===== config.mk =====
export PLATFORM = sky130hd
export DESIGN_NAME = ea_sequencer
export DESIGN_NICKNAME = d
export VERILOG_FILES = /design/src/rtl/ea_sequencer.sv
export SDC_FILE = /design/constraint.sdc
export NUM_CORES = 1
export LEC_CHECK = 0
export BUFFER_PORTS_ARGS = -buffer_cell sky130_fd_sc_hd__buf_2
export CAP_MARGIN = 20
export CORE_MARGIN = 2
export CORE_UTILIZATION = 45
export CTS_CLUSTER_SIZE = 28
export DETAILED_ROUTE_END_ITERATION = 16
export GPL_TIMING_DRIVEN = 0
export PLACE_DENSITY = 0.85
export SLEW_MARGIN = 30
export SYNTH_ARGS = -nofsm -noshare
export SYNTH_HDL_FRONTEND = slang
export SYNTH_SLANG_ARGS = --single-unit
export TNS_END_PERCENT = 100

===== constraint.sdc =====
create_clock -name CLK -period 3.7 [get_ports CLK]
set_input_delay 0.555 -clock CLK [delete_from_list [all_inputs] [get_ports CLK]]
set_output_delay 0.555 -clock CLK [all_outputs]
set_load 0.03 [all_outputs]

===== src/rtl/ea_sequencer.sv =====
// Effective-address sequencer: forms direct, indirect and auto-indexed EAs
// from a captured instruction word, driving a level req/ack memory port.
module ea_sequencer (
  input  logic        CLK,
  input  logic        RESET_N,
  input  logic        START,
  input  logic [11:0] IR,
  input  logic [11:0] PCLATCHED,
  output logic [11:0] MEMADDR,
  output logic        MEMRD_REQ,
  output logic        MEMWR_REQ,
  output logic [11:0] MEMDOUT,
  input  logic [11:0] MEMDIN,
  input  logic        MEMACK,
  output logic [11:0] EA,
  output logic        EA_VALID,
  output logic        BUSY
);

  typedef enum logic [1:0] {
    S_IDLE,
    S_RD,
    S_WR,
    S_DONE
  } state_e;

  state_e      state_q, state_d;
  logic [11:0] memaddr_q, memaddr_d;
  logic [11:0] memdout_q, memdout_d;
  logic [11:0] ea_q, ea_d;
  logic        rd_q, rd_d;
  logic        wr_q, wr_d;
  logic        auto_q, auto_d;
  logic        ea_valid_q, ea_valid_d;
  logic        busy_q, busy_d;

  logic [11:0] ptr;
  logic        auto_idx;
  logic        accept;
  logic [11:0] din_inc;

  // Pointer, auto-index qualifier and accept decode from the live IR/PC
  always_comb begin
    ptr      = IR[7] ? {PCLATCHED[11:7], IR[6:0]} : {5'b0_0000, IR[6:0]};
    auto_idx = IR[8] & (ptr[11:3] == 9'o001);
    accept   = START & (IR[11:10] != 2'b11);
    din_inc  = MEMDIN + 12'd1;
  end

  // Next-state and registered-output decode
  always_comb begin
    state_d    = state_q;
    memaddr_d  = memaddr_q;
    memdout_d  = memdout_q;
    ea_d       = ea_q;
    rd_d       = rd_q;
    wr_d       = wr_q;
    auto_d     = auto_q;
    ea_valid_d = 1'b0;
    case (state_q)
      S_IDLE: begin
        if (accept) begin
          if (IR[8]) begin
            state_d   = S_RD;
            memaddr_d = ptr;
            rd_d      = 1'b1;
            auto_d    = auto_idx;
          end else begin
            state_d    = S_DONE;
            ea_d       = ptr;
            ea_valid_d = 1'b1;
          end
        end
      end
      S_RD: begin
        if (MEMACK) begin
          rd_d = 1'b0;
          if (auto_q) begin
            state_d   = S_WR;
            memdout_d = din_inc;
            wr_d      = 1'b1;
            ea_d      = din_inc;
          end else begin
            state_d    = S_DONE;
            ea_d       = MEMDIN;
            ea_valid_d = 1'b1;
          end
        end
      end
      S_WR: begin
        if (MEMACK) begin
          wr_d       = 1'b0;
          state_d    = S_DONE;
          ea_valid_d = 1'b1;
        end
      end
      S_DONE: begin
        state_d = S_IDLE;
      end
      default: begin
        state_d = S_IDLE;
        rd_d    = 1'b0;
        wr_d    = 1'b0;
      end
    endcase
    busy_d = (state_d != S_IDLE);
  end

  // State and output registers, cleared asynchronously
  always_ff @(posedge CLK or negedge RESET_N) begin
    if (!RESET_N) begin
      state_q    <= S_IDLE;
      memaddr_q  <= '0;
      memdout_q  <= '0;
      ea_q       <= '0;
      rd_q       <= 1'b0;
      wr_q       <= 1'b0;
      auto_q     <= 1'b0;
      ea_valid_q <= 1'b0;
      busy_q     <= 1'b0;
    end else begin
      state_q    <= state_d;
      memaddr_q  <= memaddr_d;
      memdout_q  <= memdout_d;
      ea_q       <= ea_d;
      rd_q       <= rd_d;
      wr_q       <= wr_d;
      auto_q     <= auto_d;
      ea_valid_q <= ea_valid_d;
      busy_q     <= busy_d;
    end
  end

  // Every output is a direct register copy
  always_comb begin
    MEMADDR   = memaddr_q;
    MEMDOUT   = memdout_q;
    MEMRD_REQ = rd_q;
    MEMWR_REQ = wr_q;
    EA        = ea_q;
    EA_VALID  = ea_valid_q;
    BUSY      = busy_q;
  end

endmodule


[Word level (Yosys, flattened, before mapping)]
Index checks and enable logic that the tools add are counted.
Word-level totals
  input bits: 40
  word-level logic and storage cells: 57
  output and inout port bits: 40
  register bits after elaboration: 43
Operators by class
  equality and inequality tests: 11
  bitwise logic cells: 2
  $add $sub $neg: 1
  reduce and logical (&&, ||, !) cells: 9
  muxes and demuxes: 25
Operators with widths (count)
  2-to-1 mux 12 bit: 5
  one-hot mux 12 bit (2 select lines): 1
  inequality test 2 bit, second input constant: 7
  adder 12 x 1 -> 12 bit, second input constant: 1
  AND reduction 4 bit: 3
  2-to-1 mux 1 bit: 11
  equality test 9 x 1 -> 1 bit, second input constant: 1
  2-to-1 mux 2 bit: 4
  one-hot mux 2 bit (4 select lines): 1
  AND reduction 3 bit: 2
  nonzero test 2 bit: 3
  equality test 2 bit, second input constant: 2
  one-hot mux 1 bit (2 select lines): 2
  one-hot mux 1 bit (3 select lines): 1
  bitwise AND 1 bit: 2
  equality test 2 x 1 -> 1 bit, second input constant: 1
  zero test 2 bit: 1

[Depth between registers and ports, before layout]
  depth after elaboration: 5
  mapped depth: 6
  mapped depth without buffers: 5

[Worst setup path after synthesis]
Ideal clock, no wire load.
  kind: input -> register
  start: in START
  end: reg ea_q[9], in the netlist EA[9]
  data arrival time: 1.494 ns
  data required time: 3.562 ns
  setup time: 0.138 ns
  cell stages on the path: 4
  setup slack: 2.068 ns
  cells stage by stage: a21bo_2 o41a_4 a311oi_1 o22ai_1
Between the ends
  cells in the longest elaborated chain, start to end: 3
Ends and longest elaborated chain
  start, declared: line 6  | input logic START,
  bitwise AND 1 bit: line 46  | accept = START & (IR[11:10] != 2'b11);
  inequality test 2 bit (no line)
  AND reduction 4 bit (no line)
  end signal, assigned: line 115  | ea_q <= '0;
  end signal, assigned: line 125  | ea_q <= ea_d;
  end, declared: line 30  | logic [11:0] ea_q, ea_d;
Every way passes these cells.
A chain may end at the register's enable or synchronous reset.

[Worst setup path after layout]
  start: in MEMDIN[0]
  end: reg ea_q[10], in the netlist EA[10]
Between the ends
  cells in the longest elaborated chain, start to end: 4
Ends and longest elaborated chain
  start, declared: line 13  | input logic [11:0] MEMDIN,
  adder 12 x 1 -> 12 bit: line 47  | din_inc = MEMDIN + 12'd1;
  2-to-1 mux 12 bit: line 78  | if (auto_q) begin
  2-to-1 mux 12 bit: line 76  | if (MEMACK) begin
  one-hot mux 12 bit (2 select lines): line 60  | case (state_q)
Every way passes these cells. The select of a mux whose other input is x is not followed.

==> run metrics <==
Layout Skew 0.007037 ns; Max VDD drop 0.4118 mV; CTS tree built; Total GRT Usage 0.2006; CTS Buf Count 5; sum of negative setup slack 0 ns; WHS 0.2402 ns; Leakage 1.303 nW; grt peak-use layer met2; drt pass-1 iters 4; DP HPWL 4.014 mm; Power Density 891.4 mW/mm^2; Max-Cap Viols 0; Post-synth ARST share 1.000; register area share after synthesis 0.4934; GRT met1 Usage 0.2646; crit path time final 1.687 ns; FF-to-FF Start state_q[1]; Max Clk Rate 592.7 MHz; maximum fanout along the worst path 7; drt via density 5.541; Final #Nets 341; Bufs on Longest Clock Path 2; Most used DFF post-synth dfrtp_1; CTS root buffer clkbuf_8; Total Wirelength 5.302 mm; Rel. slew slack 0.6114; Clock transition at path regs 0.08 ns; Top Ports 80; antenna-violating nets left 0; Slew Viols, Final 0; number of port buffers 68; GRT met3 Usage 0.04801; first-pass GRT wire length 8.349 mm; syn_area_per_cell 9.693 sq um; Die W 73.62 microns; Vias 1967; # DRC 0; Mapped Cells 225; # diodes 0; CP Launch Type input port; WS Path Type input port to register; Core ar. 0.004692 sq mm; Worst EP required 3.87 ns; Synth cell types 43; Setup-failing EPs final 0; synthesis-stage register bit count 43; Worst Hold Class input port to asynchronous set/reset pin; Post-CTS Hold Buffers 0; height of the chip 73.62 microns; cts repair resizes 0; grt total ovfl 0; syn nets 266; H-tree levels 2; Final Hold Viols 0; initial antenna violation count 0; Worst-Margin Slew 0.5810 ns; final core occ 0.5805; status finished, final reports clean; period utilization 0.4560; commonest non-fill, non-tap cell in the layout buf_2; most frequent cells in the layout buf_2 (74), dfrtp_1 (43), nand2_1 (38); Worst EP arrival 1.86 ns; met2 Use GR 0.3214; largest net degree at the start of global routing 44; post-CTS setup buffer count 0; Netlist Area Pre-Place 0.002181 sq mm; CTS Sinks 43; beginning of the critical path MEMDIN[0]; Iter 0 DRT Violations 97; Syn-to-layout area delta 24.90%; Setup crit end kind register; initial core utilization 0.4648; DIE AREA 0.005419 sq mm; GPL Wtd Cong 0.8420; total power 2.428 mW; RSZ-0062 raised after global routing no; yosys warns 0; wire per inst 14.94 microns; EDFF count, synth 0; Clock Latency Late Sink 0.30 ns; share of post-route cells with drive strength above 1 0.2990; vias in the first global route 1807; site row count 25
[synth_stat cells, types with 2 or more instances]
cell type | count | area share
a21o_1 | 3 | 0.010
o31a_1 | 2 | 0.0080
o211ai_1 | 2 | 0.0069
nor3_1 | 6 | 0.014
nand2b_1 | 2 | 0.0057
mux2_1 | 7 | 0.036
dfrtp_1 | 43 | 0.49
buf_2 | 7 | 0.016
nor2_1 | 14 | 0.024
a311oi_1 | 4 | 0.016
nand3_1 | 6 | 0.014
mux2i_1 | 2 | 0.0092
inv_1 | 3 | 0.0052
a21oi_1 | 9 | 0.021
nor4_1 | 3 | 0.0086
xnor2_1 | 10 | 0.040
clkbuf_1 | 4 | 0.0069
o21ai_0 | 10 | 0.023
buf_6 | 2 | 0.010
o21ai_1 | 19 | 0.044
nand2_1 | 38 | 0.065
xor2_1 | 3 | 0.012
nand4_1 | 6 | 0.017
[cells by family after synthesis]
kind of cell               count (synthesis)  share of synthesized area
adders and majority gates                  1                   0.005736
xor gates and xnor gates                  13                    0.05221
AOI/OAI and AO/OA                         59                     0.1813
DFF                                       43                     0.4934
muxes                                     10                    0.05049
buffers and inverters                     16                    0.03843
and+or+nand+nor                           83                     0.1784
[state kept, by name, summed over array words and instances (netlist names)]
| signal | count |
|---|---|
| MEMRD_REQ | 1 |
| state_q | 2 |
| BUSY | 1 |
| EA_VALID | 1 |
| MEMADDR | 12 |
| auto_q | 1 |
| MEMDOUT | 12 |
| EA | 12 |
| MEMWR_REQ | 1 |
[metal layers]
layer | vias to the layer above | share of wire
met4 | 0 | 0.021
met1 | 934 | 0.44
met2 | 74 | 0.48
met3 | 13 | 0.062
met5 | - | 0
li1 | 946 | -
[per-stage QoR]
stage / worst slack (ns) / instances / instance area (sq um)
floorplan: 2.068 / 225 / 2181
global placement: 1.766 / 347 / 2589
detailed placement: 1.733 / 347 / 2589
CTS: 2.038 / 355 / 2721
global route: 1.860 / 355 / 2724
finish: 2.013 / 355 / 2724
[layout make-up]
type	instances	area [sq um]
Clock buffer	6	72.57
Inverter	3	11.26
Sequential cell	43	1076
Buffer	13	72.57
Timing Repair Buffer	68	342.8
Multi-Input combinational cell	166	1021
Clock inverter	2	60.06
Fill cell	433	1968
Tap cell	54	67.56
[path summary, 6_finish.rpt]
check,endpoint,slack (ns),depth (start not counted)
setup / recovery,EA[10],2.01,6
hold / removal,EA_VALID,0.24,1
setup reg to reg,EA[9],2.10,4
hold reg to reg,MEMADDR[9],0.48,2
max in group asynchronous,MEMADDR[2],3.10,1
min in group CLK,MEMADDR[9],0.48,2
[where the power goes]
part           switching, mW  internal [mW]
Sequential             0.119          0.690
Combinational          0.811          0.378
Clock                  0.160          0.270
Total                   1.09           1.34
[worst max-delay path, cell delays in order]
cell	delay, ns
buf_2	0.15
ha_1	0.25
nand3_1	0.25
o31a_1	0.35
o21ai_1	0.20
a21oi_1	0.10
Power figures use the tool's default switching activity.
